<file path="src/rtl/spi_pkg.sv">
// rtl/spi_pkg.sv - shared types, defaults and tap helper for the SPI frame master
// Contents: spi_state_e FSM encoding, default DIV/WIDTH/DLY_W, tap_select().
package spi_pkg;

  typedef enum logic [2:0] {
    IDLE  = 3'd0,
    SETUP = 3'd1,
    SHIFT = 3'd2,
    DRAIN = 3'd3,
    HOLD  = 3'd4
  } spi_state_e;

  localparam int DIV_DEF   = 4;
  localparam int WIDTH_DEF = 8;
  localparam int DLY_W_DEF = 4;

  // Widest tap vector the helper accepts; callers zero-extend into it,
  // which caps DLY_W at TAP_IDX_W.
  localparam int TAP_IDX_W = 8;
  localparam int TAP_MAX   = 1 << TAP_IDX_W;

  function automatic logic tap_select(input logic [TAP_MAX-1:0]   taps,
                                      input logic [TAP_IDX_W-1:0] idx);
    return taps[idx];
  endfunction

endpackage

</file>
<file path="src/rtl/spi_sample_tap.sv">
// rtl/spi_sample_tap.sv - pending-token history with selectable capture tap
// Ports: clk, rst_n (async, active low), clr_i (sync history clear),
//        push_i (token for this cycle), sel_i (tap index, 0 = this cycle),
//        cap_o (capture strobe, combinational).
module spi_sample_tap
  import spi_pkg::*;
#(
  parameter int DLY_W = DLY_W_DEF
) (
  input  logic             clk,
  input  logic             rst_n,
  input  logic             clr_i,
  input  logic             push_i,
  input  logic [DLY_W-1:0] sel_i,
  output logic             cap_o
);

  localparam int DEPTH = 1 << DLY_W;

  // Tap 0 is the live push, so only DEPTH-1 older tokens need storage.
  logic [DEPTH-2:0] hist_q;
  logic [DEPTH-1:0] taps;

  assign taps  = {hist_q, push_i};
  assign cap_o = tap_select(TAP_MAX'(taps), TAP_IDX_W'(sel_i));

  always_ff @(posedge clk or negedge rst_n) begin
    if (!rst_n) begin
      hist_q <= '0;
    end else if (clr_i) begin
      hist_q <= '0;
    end else begin
      hist_q <= taps[DEPTH-2:0];
    end
  end

endmodule

</file>
<file path="src/rtl/spi_frame_master.sv">
// rtl/spi_frame_master.sv - SPI mode-0 frame initiator with delayed miso capture
// Ports: clk, rst_n (async, active low); host side start, tx_data, sample_dly,
//        ready, done, rx_data; pins cs_n, sclk, mosi, miso.
// Option LOOPBACK_CHECK_EN adds err (sticky) and err_cnt (saturating) outputs
// comparing each received frame against the frame sent.
module spi_frame_master
  import spi_pkg::*;
#(
  parameter int DIV   = DIV_DEF,
  parameter int WIDTH = WIDTH_DEF,
  parameter int DLY_W = DLY_W_DEF
) (
  input  logic             clk,
  input  logic             rst_n,
  input  logic             start,
  input  logic [WIDTH-1:0] tx_data,
  input  logic [DLY_W-1:0] sample_dly,
  output logic             ready,
  output logic             done,
  output logic [WIDTH-1:0] rx_data,
  output logic             cs_n,
  output logic             sclk,
  output logic             mosi,
  input  logic             miso
`ifdef LOOPBACK_CHECK_EN
  ,
  output logic             err,
  output logic [7:0]       err_cnt
`endif
);

  localparam int HC_W = (DIV > 1) ? $clog2(DIV) : 1;
  localparam int BC_W = $clog2(WIDTH + 1);
  localparam logic [HC_W-1:0] HC_MAX = HC_W'(DIV - 1);

  spi_state_e       state_q;
  logic [HC_W-1:0]  hcnt_q;
  logic [BC_W-1:0]  bcnt_q;
  logic [BC_W-1:0]  cap_q;
  logic [WIDTH-1:0] tx_sh_q;
  logic [WIDTH-1:0] rx_sh_q;
  logic [WIDTH-1:0] rx_data_q;
  logic [DLY_W-1:0] dly_q;
  logic             cs_n_q;
  logic             sclk_q;
  logic             mosi_q;
  logic             ready_q;
  logic             done_q;

  logic accept;
  logic push;
  logic cap_stb;

  assign accept = start && ready_q;
  // First cycle of each high phase is the cycle sclk has just risen.
  assign push   = (state_q == SHIFT) && sclk_q && (hcnt_q == HC_MAX);

  spi_sample_tap #(
    .DLY_W (DLY_W)
  ) u_tap (
    .clk    (clk),
    .rst_n  (rst_n),
    .clr_i  (accept),
    .push_i (push),
    .sel_i  (dly_q),
    .cap_o  (cap_stb)
  );

  always_ff @(posedge clk or negedge rst_n) begin
    if (!rst_n) begin
      state_q   <= IDLE;
      hcnt_q    <= '0;
      bcnt_q    <= '0;
      cap_q     <= '0;
      tx_sh_q   <= '0;
      rx_sh_q   <= '0;
      rx_data_q <= '0;
      dly_q     <= '0;
      cs_n_q    <= 1'b1;
      sclk_q    <= 1'b0;
      mosi_q    <= 1'b0;
      ready_q   <= 1'b1;
      done_q    <= 1'b0;
    end else begin
      done_q <= 1'b0;

      // Captures run independently of the FSM phase so that late taps
      // can still land while DRAIN waits for them.
      if (cap_stb) begin
        rx_sh_q <= {rx_sh_q[WIDTH-2:0], miso};
        cap_q   <= cap_q + BC_W'(1);
      end

      case (state_q)
        IDLE: begin
          if (accept) begin
            tx_sh_q <= tx_data;
            dly_q   <= sample_dly;
            cs_n_q  <= 1'b0;
            mosi_q  <= tx_data[WIDTH-1];
            ready_q <= 1'b0;
            hcnt_q  <= HC_MAX;
            bcnt_q  <= '0;
            cap_q   <= '0;
            rx_sh_q <= '0;
            state_q <= SETUP;
          end
        end

        SETUP: begin
          if (hcnt_q == '0) begin
            sclk_q  <= 1'b1;
            hcnt_q  <= HC_MAX;
            state_q <= SHIFT;
          end else begin
            hcnt_q <= hcnt_q - HC_W'(1);
          end
        end

        SHIFT: begin
          if (hcnt_q != '0) begin
            hcnt_q <= hcnt_q - HC_W'(1);
          end else begin
            hcnt_q <= HC_MAX;
            if (sclk_q) begin
              sclk_q  <= 1'b0;
              mosi_q  <= tx_sh_q[WIDTH-2];
              tx_sh_q <= {tx_sh_q[WIDTH-2:0], 1'b0};
            end else if (bcnt_q == BC_W'(WIDTH - 1)) begin
              state_q <= DRAIN;
            end else begin
              sclk_q <= 1'b1;
              bcnt_q <= bcnt_q + BC_W'(1);
            end
          end
        end

        DRAIN: begin
          if (cap_q == BC_W'(WIDTH)) begin
            cs_n_q  <= 1'b1;
            mosi_q  <= 1'b0;
            hcnt_q  <= HC_MAX;
            state_q <= HOLD;
            // With a one-cycle HOLD the only HOLD cycle is also the done cycle.
            if (DIV == 1) begin
              done_q    <= 1'b1;
              rx_data_q <= rx_sh_q;
            end
          end
        end

        HOLD: begin
          if (hcnt_q == '0) begin
            ready_q <= 1'b1;
            state_q <= IDLE;
          end else begin
            hcnt_q <= hcnt_q - HC_W'(1);
            if (hcnt_q == HC_W'(1)) begin
              done_q    <= 1'b1;
              rx_data_q <= rx_sh_q;
            end
          end
        end

        default: begin
          state_q <= IDLE;
          ready_q <= 1'b1;
          cs_n_q  <= 1'b1;
          sclk_q  <= 1'b0;
          mosi_q  <= 1'b0;
        end
      endcase
    end
  end

  assign ready   = ready_q;
  assign done    = done_q;
  assign rx_data = rx_data_q;
  assign cs_n    = cs_n_q;
  assign sclk    = sclk_q;
  assign mosi    = mosi_q;

`ifdef LOOPBACK_CHECK_EN
  logic [WIDTH-1:0] tx_lat_q;
  logic             err_q;
  logic [7:0]       err_cnt_q;

  // Compared the cycle after done, once rx_data holds the new frame.
  always_ff @(posedge clk or negedge rst_n) begin
    if (!rst_n) begin
      tx_lat_q  <= '0;
      err_q     <= 1'b0;
      err_cnt_q <= '0;
    end else begin
      if (accept) begin
        tx_lat_q <= tx_data;
        err_q    <= 1'b0;
      end else if (done_q && (rx_data_q != tx_lat_q)) begin
        err_q <= 1'b1;
        if (err_cnt_q != 8'hFF) begin
          err_cnt_q <= err_cnt_q + 8'd1;
        end
      end
    end
  end

  assign err     = err_q;
  assign err_cnt = err_cnt_q;
`endif

endmodule

</file>
<file path="config.mk">
export PLATFORM = sky130hd
export DESIGN_NAME = spi_frame_master
export DESIGN_NICKNAME = d
export VERILOG_FILES = /design/src/rtl/spi_pkg.sv /design/src/rtl/spi_sample_tap.sv /design/src/rtl/spi_frame_master.sv
export SDC_FILE = /design/constraint.sdc
export NUM_CORES = 1
export LEC_CHECK = 0
export ABC_AREA = 1
export BUFFER_PORTS_ARGS = -buffer_cell sky130_fd_sc_hd__buf_2
export CAP_MARGIN = 20
export CORE_ASPECT_RATIO = 0.75
export CORE_MARGIN = 2
export CORE_UTILIZATION = 65
export CTS_BUF_LIST = sky130_fd_sc_hd__clkbuf_2 sky130_fd_sc_hd__clkbuf_4 sky130_fd_sc_hd__clkbuf_8
export CTS_CLUSTER_DIAMETER = 80
export DETAILED_ROUTE_END_ITERATION = 6
export GPL_ROUTABILITY_DRIVEN = 0
export HOLD_SLACK_MARGIN = 0.05
export PLACE_DENSITY = 0.95
export SETUP_SLACK_MARGIN = 0.2
export SKIP_LAST_GASP = 1
export SLEW_MARGIN = 30
export SYNTH_ARGS = -nofsm -noshare
export SYNTH_HDL_FRONTEND = slang
export SYNTH_SLANG_ARGS = --single-unit
</file>
<file path="constraint.sdc">
create_clock -name clk -period 2.98 [get_ports clk]
set_input_delay 0.298 -clock clk [delete_from_list [all_inputs] [get_ports clk]]
set_output_delay 0.298 -clock clk [all_outputs]
set_load 0.05 [all_outputs]
</file>
==> results, run 1 <==
- sky130_fd_sc_hd__nand2_1 is the most common cell in the netlist.
- By count the netlist is led by sky130_fd_sc_hd__nand2_1 (81), sky130_fd_sc_hd__dfrtp_1 (58), sky130_fd_sc_hd__inv_1 (52), sky130_fd_sc_hd__nor2_1 (44), sky130_fd_sc_hd__nand3_1 (19).
- For this block, the initial DRC count from the detailed router was ~130.
- The first TritonRoute pass finished after 4 iterations.
- For this run, the total global-route usage over all layers was measured as 28.2%.
- In the post-synthesis netlist, the biggest area contributors are sky130_fd_sc_hd__dfrtp_1 (50%), sky130_fd_sc_hd__nand2_1 (10%), sky130_fd_sc_hd__inv_1 (6.7%).
- The insertion delay to the later sink of the worst-skew pair is 0.34 ns.
- The post-route cell area is around 3300 µm².
- The hold path depth is 3.
- The library cell occupying the most area in the post-synthesis netlist is sky130_fd_sc_hd__dfrtp_1.
- The static leakage is 1.75 nW.
- The hold violation total from the final report is 0.
- The final worst hold slack is 0.178 ns.
- For this run, the number of Yosys warnings is 0.
- The launch instance of the worst min-delay path is sample_dly[2].
- The min-delay analysis places its worst path in the category in2reg.
- Measured in cells, the most critical reg-to-reg path has a length of 6.
- The floorplan die width is 81.1 µm.
- The number of clock buffers added by TritonCTS is 9.
- The number of global-route vias before repair is 2242.
- Excluding fillers, the count of instances in the completed layout stands at 440.
- From synthesis to final layout, the design area changed by 14.9%.
- The share of the core filled with cells is 76.0%.
- The number of I/O port buffers is 28.
- Data on the critical path is required at its endpoint by ~3.2 ns.
- The worst setup path is launched from a flop.
- The count of nets left with antenna violations once routing finished came out at 0.
- The clock tree synthesis step divided the H-tree into 3 levels.
- The compound-gate portion of the synthesized area is 11.9%.
- Adding up every negative setup slack in the final design gives 0 ns.
- Of the post-synthesis cell area, the part taken by muxes is less than 1%.
- The total cell area at the placement stage is between 3000 and 4000 µm².
- The endpoint class of the critical path is a flop.
- Setup repair after global routing left no endpoint under its margin.
- The tool flagged a number of max-cap violations equal to 0.
- The tightest slew margin relative to the limit is 57.4%.
- The tree is rooted in a sky130_fd_sc_hd__clkbuf_8.
- The end point of the most critical hold path is dly_q[2].
- The number of placed instances with taps included is 423.
- After clock tree synthesis, the setup repair step added 0 buffers.
- After detailed routing, the number of remaining DRC violations is 0.
- The actual slew at the worst max-slew pin is 0.637 ns.
- The count of final setup violators is 0.
- The floorplan has 21 rows.
- In the finished design, the share of the clock period the worst path needs comes to 70.1%.
- Global routing finished with a remaining overflow of 0.
- In this run the register-to-register setup slack is approximately 0.89 ns.
- The number of antenna diodes is 0.
- The detail-routed via count per cell is 5.31.
- Dividing total power by cell area gives a power density of 1250 nW/µm².
- In this run, synthesis produced a sequential element count of 60.
- After detailed routing, the total wire length is a little over 6 mm.
- The worst register-to-register path ends at rx_data[7].
- The I/O pin count is 29.
- The floorplan step defined a core boundary enclosing 4390 µm².
- OpenSTA, run right after detailed placement, puts the worst setup slack at 0.987 ns.
- The classification of the worst setup path is reg2reg.
- The clock drives 60 sinks.
- The number of distinct library cell variants in the gate-level netlist after synthesis is 33.
- The sequential cell area fraction in the yosys report is between 50 and 60%.
- Of the post-synthesis cell area, the dominant cell type holds about 50%.
- Counting every net in the synthesized netlist gives 366.
- The post-synthesis cell count is 344.
- The initial antenna violation count is 0.
- The flow ran to the end, and the final reports show no timing, DRC or antenna violations.
- The post-cts gate resize count is 0.
- The maximum number of pins on one net before global-route repair is 50.
- The worst-case setup margin in the final layout is 0.890 ns.
- After layout, the design draws a total of ~4.2 mW.
- Clock-pin slew was measured on the worst setup and hold paths at 0.07 ns.
- For the final database, setup skew stands at 0.00999 ns.
- The smallest clock period supported by the final layout is computed as 2.09 ns.
- The count of flip-flops with a built-in enable after synthesis is 0.
- The total of hold buffers inserted after clock tree synthesis is 1.
- The main combinational cell family by area after synthesis is simple AND/OR/NAND/NOR gates.
- The area fraction in and, or, nand and nor cells after synthesis is between 20% and 30%.
- The number of vias after detailed routing is around 2300.
- The die covers ~5000 µm².
- The first global-routing pass estimated a little over 10 mm of wire.
- The xor and xnor fraction of the mapped netlist area is 0.906%.
- Once detailed placement completed, the half-perimeter wirelength came to 4.22 mm.
- The synthesized netlist occupies a cell area of 2900 µm².
- The height of the die is 61.9 µm.
- The async set-or-reset flop fraction in the synthesized netlist is 100%.
- Among all flip-flop cells after synthesis, the most frequent one is sky130_fd_sc_hd__dfrtp_1.
- The critical register-to-register path startpoint is hcnt_q[0].
- The worst-case IR drop observed on VDD is just under 0.9 mV.
- The synthesized netlist devotes between 2 and 3% of its cell area to adder and majority cells.
- The mean instance size in the synthesized netlist is 8.43 µm².
- The maximum fanout along the worst path is 15.
- The number of pins with negative max-slew slack in the final report was 0.
- The TritonCTS clock tree is yes.
- The layout net count is 400.
- For this run, the top clock speed supported by timing is 0.479 GHz.
- The average wire per standard cell is 14.2 µm.
- The post-route netlist has roughly 18% of its cells at a drive strength greater than 1.
- In this run the deepest clock path goes through 2 buffers.
- The arrival time at the worst endpoint is 2.32 ns.
- The initial standard-cell utilization of the core is 66.1%.
[logic make-up after synthesis]
kind of cell / Yosys count
simple gates: 157
buf+inv: 65
flops: 60
compound gates: 52
fa+ha+maj: 6
xor+xnor: 3
mux: 1
[power breakdown]
group | switching [mW] | internal (mW) | leakage [nW]
Combinational | 1.35 | 0.591 | 0.867
Clock | 0.322 | 0.578 | 0.122
Sequential | 0.226 | 1.12 | 0.759
Total | 1.89 | 2.29 | 1.75
[worst max path at each step]
stage,startpoint,to,slack [ns],cells after the start
final,hcnt_q[0],rx_data[7],0.89,6
after global routing,dly_q[0],rx_sh_q[2],0.72,11
after CTS,hcnt_q[0],rx_data[7],0.95,6
after detailed placement,hcnt_q[0],rx_data[7],0.99,6
after global placement,hcnt_q[0],rx_data[7],1.07,6
after floorplan,sclk,cap_q[1],1.34,10
[sequential cells by signal, summed over array words and instances (netlist names), 3 cells and up]
signal / count
u_tap.hist_q: 15
rx_data: 8
rx_sh_q: 8
tx_sh_q: 7
bcnt_q: 4
cap_q: 4
dly_q: 4
state_q: 3
[critical path, cell delays in order, from the launching register on]
cell and delay, ns:
sky130_fd_sc_hd__dfrtp_1 0.42, sky130_fd_sc_hd__inv_1 0.09, sky130_fd_sc_hd__ha_1 0.23, sky130_fd_sc_hd__inv_1 0.13, sky130_fd_sc_hd__nand3_1 0.19, sky130_fd_sc_hd__nor2_2 0.51, sky130_fd_sc_hd__mux2_2 0.40
[cell usage in the layout (no fill, tap or decap)]
cell type / netlist / routed
sky130_fd_sc_hd__nor3_4: 1 / 1
sky130_fd_sc_hd__nand2_4: 2 / 2
sky130_fd_sc_hd__nor2_1: 44 / 44
sky130_fd_sc_hd__clkinvlp_4: 0 / 1
sky130_fd_sc_hd__o21a_1: 8 / 8
sky130_fd_sc_hd__nand2_1: 81 / 81
sky130_fd_sc_hd__dlygate4sd3_1: 0 / 1
sky130_fd_sc_hd__buf_2: 2 / 27
sky130_fd_sc_hd__nand4_1: 2 / 2
sky130_fd_sc_hd__clkinv_2: 0 / 1
sky130_fd_sc_hd__clkinv_4: 0 / 1
sky130_fd_sc_hd__nand2_2: 2 / 2
sky130_fd_sc_hd__xor2_1: 3 / 3
sky130_fd_sc_hd__dfstp_2: 2 / 2
sky130_fd_sc_hd__inv_2: 5 / 5
sky130_fd_sc_hd__inv_1: 52 / 52
sky130_fd_sc_hd__nor2_2: 3 / 3
sky130_fd_sc_hd__ha_1: 6 / 6
sky130_fd_sc_hd__a31oi_1: 1 / 1
sky130_fd_sc_hd__o21bai_1: 1 / 1
sky130_fd_sc_hd__nand3_1: 19 / 19
sky130_fd_sc_hd__o21ai_0: 13 / 13
sky130_fd_sc_hd__nor2_4: 1 / 1
sky130_fd_sc_hd__o21ai_1: 5 / 5
sky130_fd_sc_hd__a21oi_4: 1 / 1
sky130_fd_sc_hd__a21o_1: 1 / 1
sky130_fd_sc_hd__clkbuf_8: 0 / 10
sky130_fd_sc_hd__o21ai_2: 3 / 3
sky130_fd_sc_hd__nand3b_1: 1 / 1
sky130_fd_sc_hd__mux2_2: 1 / 1
sky130_fd_sc_hd__a21oi_1: 11 / 11
sky130_fd_sc_hd__o211ai_2: 3 / 3
sky130_fd_sc_hd__dfrtp_1: 58 / 58
sky130_fd_sc_hd__nor3_1: 1 / 1
sky130_fd_sc_hd__buf_4: 4 / 3
sky130_fd_sc_hd__o211ai_1: 5 / 5
sky130_fd_sc_hd__bufinv_16: 0 / 3
[routing by layer]
metal  wire [µm]  vias to the layer above  track usage (%)
met4         129                        0             14.3
met2        3150                       65             47.3
met5           0                        -                0
li1            -                     1148                -
met3         268                       14             9.54
met1        2680                     1110             33.2
[layout make-up]
type,instances,area [µm²]
inverter,57,214
tap,57,71.3
multi-input combinational,219,1130
clock buffer,10,138
timing repair buffer,31,168
clock inverter,6,111
fill,310,1050
sequential,60,1500
Power figures use the tool's default switching activity.
==> run 2: changes to the inputs <==
Settings changed: ABC_AREA 1 to 0, CORE_UTILIZATION 65 to 55, PLACE_DENSITY 0.95 to 0.87.
Clock period 2.98 ns to 1.85 ns, I/O delays scaled along.
==> results, run 2 <==
- The layout overhead on the synthesized area is 26.7%.
- The tightest slew margin relative to the limit is 77.5% (+20 points).
- The flip-flop count of the largest register, all copies and words added is 15 (unchanged).
- The top cell types in the final layout, fill and taps aside, are sky130_fd_sc_hd__dfrtp_1 (54), sky130_fd_sc_hd__nand2_1 (31), sky130_fd_sc_hd__buf_4 (31).
- The post-layout minimum cycle time came to 1.81 ns (-0.282 ns).
- The count of final setup violators is 0 (unchanged).
- The DRC marker count from the first detailed-route iteration is 128 (-4.5%).
- The required time at the endpoint of the critical path came to 2.11 ns (-1.10 ns).
- The worst setup path is captured at a flop.
- The number of antenna diodes was 0 (unchanged).
- The final clock skew is 0.00461 ns (-0.00538 ns).
- The area fraction in and, or, nand and nor cells after synthesis is 15.5% (-7.6 points).
- The initial antenna violation count is 0 (unchanged).
- The number of placed instances with taps included was 373 (-12%).
- The total CTS buffers is 9 (unchanged).
- The number of pins with negative max-slew slack in the final report was 0 (unchanged).
- The reported max-cap violation count is 0 (unchanged).
- The number of iterations in the first detailed-routing pass is 4 (unchanged).
- The startpoint type of the worst setup path is a flop.
- The most common cell after layout, fill and taps aside is sky130_fd_sc_hd__dfrtp_1.
- The async set-or-reset flop fraction in the synthesized netlist came to 100% (unchanged).
- The share of layout cells above drive strength 1 is 36.0% (+18 points).
- The sequential cell area fraction in the yosys report came to 52.0% (+0.16 points).
- The number of inserted filler cells in the final layout is 355 (+15%).
- The post-synthesis net count came to 288 (-21%).
- The I/O pin count came to 29 (unchanged).
- The deepest clock path buffer count is 2 (unchanged).
- The static leakage is 1.79 nW (+2.5%).
- The leading register cell type out of synthesis is sky130_fd_sc_hd__dfrtp_1.
- By startpoint and endpoint, the worst setup path is classified as reg2reg.
- The insertion delay to the later sink of the worst-skew pair is 0.34 ns (about the same).
- The actual slew at the worst max-slew pin was 0.337 ns (-0.300 ns).
- The layout net count was 353 (-12%).
- The number of clock sinks is 60 (unchanged).
- The area share of the leading cell type in the synthesized netlist is 50.2% (+0.15 points).
- The hold violation total from the final report was 0 (unchanged).
- The met3 routing resource usage after global routing came to 7.81% (-1.7 points).
- The floorplan die width is 87.7 µm (+8.1%).
- The power per cell area is 658 nW/µm² (-48%).
- The H-tree depth is 3 (unchanged).
- The maximum resistive drop on vdd is 0.520 mV (-41%).
- The number of global-route vias before repair is 2159 (-3.7%).
- Ranked by instance count, the synthesized netlist is headed by sky130_fd_sc_hd__dfrtp_1 (58), sky130_fd_sc_hd__nand2_1 (31), sky130_fd_sc_hd__mux2i_1 (20), sky130_fd_sc_hd__nor2_1 (17), sky130_fd_sc_hd__and2_1 (15).
- The run finished with clean final reports.
- The arrival time at the worst endpoint is 2.07 ns (-0.25 ns).
- The post-layout instance count excluding filler cells is 408 (-7.3%).
- The initial standard-cell utilization of the core came to 58.0% (-8.1 points).
- The count of flip-flops with a built-in enable after synthesis is 0 (unchanged).
- The highest-utilization routing layer at the global route stage is met2.
- The compound-gate portion of the synthesized area is 14.1% (+2.3 points).
- The cell area after synthesis is 2890 µm² (-0.30%).
- The final clock period utilization by the worst path is 97.7% (+28 points).
- The area of the multi-input gates is 1380 µm² (+22%).
- The global-route track usage on met1 is 28.3% (-5.0 points).
- The height of the die is 66.8 µm (+8.0%).
- The number of vias after detailed routing came to 2199 (-5.9%).
- The number of nets still failing antenna checks after routing came to 0 (unchanged).
- The detailed placer's ending HPWL is 3.94 mm (-6.6%).
- The combined global-route utilization of all metal layers is 22.0% (-6.3 points).
- The mean instance size in the synthesized netlist is 10.9 µm² (+29%).
- The TritonCTS clock tree is yes.
- After synthesis, the cell types taking the most area are sky130_fd_sc_hd__dfrtp_1 (50%), sky130_fd_sc_hd__mux2i_1 (6.9%), sky130_fd_sc_hd__mux2_2 (4.3%).
- The post-synthesis cell count is 266 (-23%).
- The post-route cell area is 3660 µm² (+9.9%).
- The total cell area at the placement stage came to 3230 µm² (+5.2%).
- The post-synthesis adder-cell area fraction is 2.60% (+0.0078 points).
- The number of warnings issued by yosys is 0 (unchanged).
- The most common cell in the synthesized netlist is sky130_fd_sc_hd__dfrtp_1.
- The average wire per standard cell came to 14.8 µm (+4.5%).
- The maximum number of pins on one net before global-route repair is 33 (-34%).
- u_tap.hist_q holds more flip-flops than any other register.
- The number of I/O port buffers came to 28 (unchanged).
- The detail-routed via count per cell is 5.39 (+1.5%).
- The floorplan core area is 4980 µm² (+14%).
- sky130_fd_sc_hd__dfrtp_1 takes more of the synthesized area than any other cell.
- The number of standard-cell rows in the floorplan is 22 (+4.8%).
- The synthesized flop and latch total is 60 (unchanged).
- The total wire length is 6.04 mm (-3.1%).
- By area, the combinational part of the netlist is dominated by simple AND/OR/NAND/NOR gates.
- The storage element area is 1510 µm² (+0.58%).
- The maximum clock frequency is 0.553 GHz (+16%).
- The maximum fanout along the worst path was 3 (-12).
- The wire length of the first global-routing pass was 9.62 mm (-6.0%).
- The worst min-delay path class is in2reg.
- The DRC violations left was 0 (unchanged).
- The area of the die is 5860 µm² (+17%).
- The global routing met2 resource utilization was 35.3% (-12 points).
- The number of distinct library cell variants in the gate-level netlist after synthesis came to 50 (+52%).
- The xor and xnor fraction of the mapped netlist area is 0% (-0.91 points).
- The remaining global-route overflow came to 0 (unchanged).
- The multiplexer share of the synthesized area was 11.7% (+11 points).
- Setup repair after global routing could not meet its margin everywhere.
- Clock tree synthesis selected as its root buffer the cell sky130_fd_sc_hd__clkbuf_8.
- The clock-pin slew on the worst setup and hold paths is 0.07 ns (about the same).
run 2: final cells by class:
cell class | instances | area share, %
Sequential cell | 60 | 41.3
Multi-Input combinational cell | 181 | 37.5
Timing Repair Buffer | 67 | 12.6
Clock buffer | 9 | 3.38
Tap cell | 72 | 2.46
Clock inverter | 7 | 1.40
Inverter | 12 | 1.33
run 2: kinds of logic after synthesis:
logic type	count (synthesis)
and+or+nand+nor	87
DFF	60
AOI/OAI and AO/OA	56
muxes	32
buffers and inverters	25
adders and majority gates	6
run 2: per-stage QoR:
stage               TNS [ns]  setup slack, ns  hold slack [ns]  total power [mW]  util, %
floorplan                  0           0.0155           -0.111              1.35        -
detailed placement   -0.0103          -0.0103           0.0621              1.40     64.9
CTS                        0           0.0227           0.0800              2.44     71.2
global placement           0           0.0596           0.0573              1.40     64.9
global route         -0.0752          -0.0630           0.0675              2.51     73.5
finish                     0           0.0427           0.0903              2.41     73.5
run 2: critical path, stage by stage (launching register included):
cell	delay, ns
sky130_fd_sc_hd__dfrtp_1	0.39
sky130_fd_sc_hd__mux2_4	0.29
sky130_fd_sc_hd__a221o_1	0.36
sky130_fd_sc_hd__o211ai_4	0.25
sky130_fd_sc_hd__buf_4	0.17
sky130_fd_sc_hd__a21oi_1	0.08
sky130_fd_sc_hd__nor3_2	0.18
run 2: path summary, 6_finish.rpt:
path	start	to	slack, ns	depth (start not counted)
hold reg to reg	u_tap.hist_q[3]	u_tap.hist_q[4]	0.48	1
min in group asynchronous	rst_n	dly_q[0]	0.24	2
hold / removal	miso	rx_sh_q[0]	0.09	3
setup / recovery	dly_q[1]	cap_q[0]	0.04	6
setup reg to reg	dly_q[1]	cap_q[0]	0.04	6
max in group asynchronous	rst_n	done	1.07	3
run 2: what timing repair did:
action,4_1_cts,5_1_grt
pin swaps,6,3
endpoints found under the hold margin,61,0
hold buffers,4,0
setup endpoints to repair,33,27
setup buffers,5,9
resized for setup,11,15
gates cloned,1,0
run 2: metal layers:
metal  wire (µm)  share of wire (%)
met5           0                  0
met4          59               0.98
met3         293                4.8
met2        2860                 47
met1        2840                 47
run 2: report_power, final:
group / internal [mW] / switching, mW / leakage (nW)
clock network: 0.491 / 0.541 / 0.0860
registers: 1.31 / 0.000948 / 0.779
logic: 0.0269 / 0.0375 / 0.928
total: 1.83 / 0.579 / 1.79
==> run 3: changes to the inputs <==
Settings changed: SYNTH_HIERARCHICAL from default to 1.
==> results, run 3 <==
- The run finished, with violations left.
- The final reports fail on setup timing.
- The number of inserted filler cells in the final layout was 287 (-19%).
- The maximum resistive drop on vdd was 0.465 mV (-11%).
- The reported max-cap violation count is 0 (unchanged).
- The number of pins with negative max-slew slack in the final report is 0 (unchanged).
- The number of vias after detailed routing was 2202 (+0.14%).
- In this run the most used layer during global routing was met2.
- The flip-flop count of the largest register, all copies and words added was 15 (unchanged).
- Counting flops per register, the top entry is u_tap/hist_q.
- The layout overhead on the synthesized area is 35.2%.
- The storage element area is 1510 µm² (-0.41%).
- The deepest clock path buffer count is 2 (unchanged).
- The classification of the worst setup path is reg2reg.
- The initial antenna violation count came to 0 (unchanged).
- The worst setup path is launched from a flop.
- In the synthesized netlist, the cells that appear most often are sky130_fd_sc_hd__dfrtp_1 (58), sky130_fd_sc_hd__nor2_1 (28), sky130_fd_sc_hd__nor2b_1 (20), sky130_fd_sc_hd__mux2i_1 (19).
- The cell area after synthesis is 2840 µm² (-1.9%).
- The post-route cell area is 3830 µm² (+4.6%).
- The area share of the leading cell type in the synthesized netlist came to 51.2% (+1.0 points).
- The tightest slew margin relative to the limit came to 73.5% (-4.0 points).
- The number of warnings issued by yosys is 6 (+6).
- STA classifies the critical path endpoint as a flop.
- The combined global-route utilization of all metal layers is 23.9% (+2.0 points).
- The number of standard-cell rows in the floorplan is 22 (unchanged).
- The maximum fanout along the worst path was 5 (+2).
- The global-route track usage on met1 was 31.4% (+3.1 points).
- The top cell types in the final layout, fill and taps aside, are sky130_fd_sc_hd__dfrtp_1 (56), sky130_fd_sc_hd__buf_2 (28), sky130_fd_sc_hd__nor2_1 (26), sky130_fd_sc_hd__buf_4 (26), sky130_fd_sc_hd__nor2b_1 (19).
- The tree is rooted in a sky130_fd_sc_hd__clkbuf_8.
- The I/O pin count is 29 (unchanged).
- The synthesized flop and latch total is 60 (unchanged).
- The area of the die is 5750 µm² (-1.8%).
- The number of clock sinks is 60 (unchanged).
- The number of nets still failing antenna checks after routing is 0 (unchanged).
- The detail-routed via count per cell is 5.83 (+8.1%).
- The total wire length is 7.05 mm (+17%).
- In the synthesized netlist the dominant register cell turns out to be sky130_fd_sc_hd__dfrtp_1.
- The wire length of the first global-routing pass is 10.1 mm (+5.2%).
- The floorplan die width is 86.9 µm (-0.93%).
- The mean instance size in the synthesized netlist is 11.7 µm² (+7.3%).
- The DRC marker count from the first detailed-route iteration is 208 (+63%).
- The global routing met2 resource utilization is 35.7% (+0.37 points).
- The static leakage is 1.90 nW (+5.9%).
- The power per cell area is 700 nW/µm² (+6.4%).
- The library cell occupying the most area in the post-synthesis netlist is sky130_fd_sc_hd__dfrtp_1.
- The required time at the endpoint of the critical path is 2.10 ns (about the same).
- Yosys attributes the largest share of cell area to sky130_fd_sc_hd__dfrtp_1 (51%), sky130_fd_sc_hd__mux2i_1 (6.7%), sky130_fd_sc_hd__mux2_2 (5.6%).
- The library cell used most frequently in the layout, excluding fill and tap cells, is sky130_fd_sc_hd__dfrtp_1.
- The total CTS buffers is 9 (unchanged).
- The async set-or-reset flop fraction in the synthesized netlist is 100% (unchanged).
- The TritonCTS clock tree is yes.
- The worst min-delay path class is in2reg.
- The number of placed instances with taps included is 341 (-8.6%).
- The post-layout minimum cycle time was 2.08 ns (+0.270 ns).
- The DRC violations left is 0 (unchanged).
- The post-synthesis cell count was 243 (-8.6%).
- The count of flip-flops with a built-in enable after synthesis is 0 (unchanged).
- The initial standard-cell utilization of the core is 57.5% (-0.49 points).
- The maximum clock frequency was 0.481 GHz (-13%).
- The clock-pin slew on the worst setup and hold paths is 0.07 ns (about the same).
- The post-layout instance count excluding filler cells is 378 (-7.4%).
- The number of antenna diodes is 0 (unchanged).
- The final clock period utilization by the worst path was 112% (+15 points).
- The sequential cell area fraction in the yosys report was 53.0% (+1.0 points).
- The H-tree depth is 3 (unchanged).
- The average wire per standard cell is 18.6 µm (+26%).
- The remaining global-route overflow is 0 (unchanged).
- The layout net count came to 336 (-4.8%).
- The number of I/O port buffers is 28 (unchanged).
- The final clock skew came to 0.0121 ns (+0.00747 ns).
- The insertion delay to the later sink of the worst-skew pair is 0.36 ns (+0.02 ns).
- The post-synthesis net count is 266 (-7.6%).
- The detailed placer's ending HPWL is 3.70 mm (-6.2%).
- The number of global-route vias before repair came to 2114 (-2.1%).
- The worst-case setup margin in the final layout was -0.227 ns (-0.270 ns).
- Setup repair after global routing could not meet its margin everywhere.
- The cell with the most instances after synthesis is sky130_fd_sc_hd__dfrtp_1.
- The final worst hold slack is 0.0643 ns (-0.0260 ns).
- The floorplan core area came to 4930 µm² (-1.1%).
- The share of layout cells above drive strength 1 came to 41.8% (+5.8 points).
- The met3 routing resource usage after global routing is 7.87% (+0.058 points).
- The height of the die is 66.2 µm (-0.92%).
- The share of the core filled with cells is 77.8% (+4.3 points).
- The actual slew at the worst max-slew pin was 0.393 ns (+0.0561 ns).
- The number of iterations in the first detailed-routing pass is 5 (+1).
- The count of final setup violators is 17 (+17).
- The maximum number of pins on one net before global-route repair came to 61 (+85%).
- The area of the multi-input gates is 1410 µm² (+2.6%).
- The total cell area at the placement stage is 3200 µm² (-1.0%).
- The number of distinct library cell variants in the gate-level netlist after synthesis is 42 (-16%).
- The hold violation total from the final report is 0 (unchanged).
- The arrival time at the worst endpoint was 2.32 ns (+0.25 ns).
==> run 3: cell count changes in the layout (fill, tap and decap cells not counted), moves of 5 or more <==
cell	previous run	this run
sky130_fd_sc_hd__nand2_1	31	10
sky130_fd_sc_hd__nor2b_1	2	19
sky130_fd_sc_hd__and2_1	14	0
sky130_fd_sc_hd__nor2_1	15	26
sky130_fd_sc_hd__buf_6	2	9
sky130_fd_sc_hd__mux2_4	2	8
sky130_fd_sc_hd__buf_4	31	26
sky130_fd_sc_hd__mux2i_1	20	15
sky130_fd_sc_hd__o21ai_0	8	3
==> run 3: repair_timing <==
| item | 4_1_cts | 5_1_grt |
|---|---|---|
| endpoints found under the setup margin | 40 | 40 |
| gates resized for setup | 28 | 26 |
| pin swaps | 12 | 11 |
| endpoints found under the hold margin | 59 | 0 |
| gates cloned | 0 | 2 |
| setup buffers | 8 | 9 |
| hold buffers | 2 | 0 |
==> run 3: report_power, final <==
part / internal (mW) / switching [mW]
combinational: 0.0251 / 0.0391
clock: 0.766 / 0.525
sequential: 1.32 / 0.00781
==> run 3: cell type report <==
type                       count  area share, %
clock buffer                  13           4.67
clock inverter                 3           1.11
inverter                       9          0.947
multi-input combinational    162           36.8
sequential                    60           39.3
tap                           60           1.96
timing repair buffer          71           15.2
==> run 3: worst paths after layout <==
check | endpoint | depth (start not counted) | from | slack (ns)
max in group asynchronous | cs_n | 3 | rst_n | 1.17
worst max register to register | rx_sh_q[4] | 9 | hcnt_q[0] | -0.23
worst min register to register | u_tap/hist_q[5] | 1 | u_tap/hist_q[4] | 0.48
min in group asynchronous | tx_sh_q[4] | 3 | rst_n | 0.36
worst min-delay path | dly_q[0] | 2 | sample_dly[0] | 0.06
worst max-delay path | rx_sh_q[4] | 9 | hcnt_q[0] | -0.23
==> run 3: worst max-delay path, stage by stage (launching register included) <==
cell and delay [ns]:
sky130_fd_sc_hd__dfrtp_1 0.39, sky130_fd_sc_hd__ha_2 0.19, sky130_fd_sc_hd__nand2_2 0.08, sky130_fd_sc_hd__nor2_2 0.05, sky130_fd_sc_hd__mux4_2 0.48, sky130_fd_sc_hd__mux2i_4 0.20
sky130_fd_sc_hd__mux2i_4 0.14, sky130_fd_sc_hd__clkbuf_16 0.20, sky130_fd_sc_hd__mux2i_1 0.17, sky130_fd_sc_hd__nor2_1 0.08
==> run 3: kinds of logic after synthesis <==
family	after synthesis	synth area share (%)
buf+inv	21	3.53
xor+xnor	4	1.24
simple gates	78	14.2
mux	37	16.0
fa+ha+maj	7	3.09
flops	60	53.0
compound gates	36	8.92
==> run 3: metal layers <==
layer | vias to the layer above | share of wire (%)
li1 | 985 | -
met1 | 1106 | 42
met2 | 88 | 48
met3 | 23 | 6.5
met4 | 0 | 3.0
met5 | - | 0
==> run 3: stage by stage <==
step / power [mW] / TNS [ns] / setup WS [ns]
after floorplan: 1.36 / -0.130 / -0.0223
after global placement: 1.41 / -0.0311 / -0.0134
after detailed placement: 1.41 / -1.75 / -0.185
after CTS: 2.69 / -1.11 / -0.150
after global routing: 2.77 / -3.68 / -0.283
final: 2.68 / -2.57 / -0.227
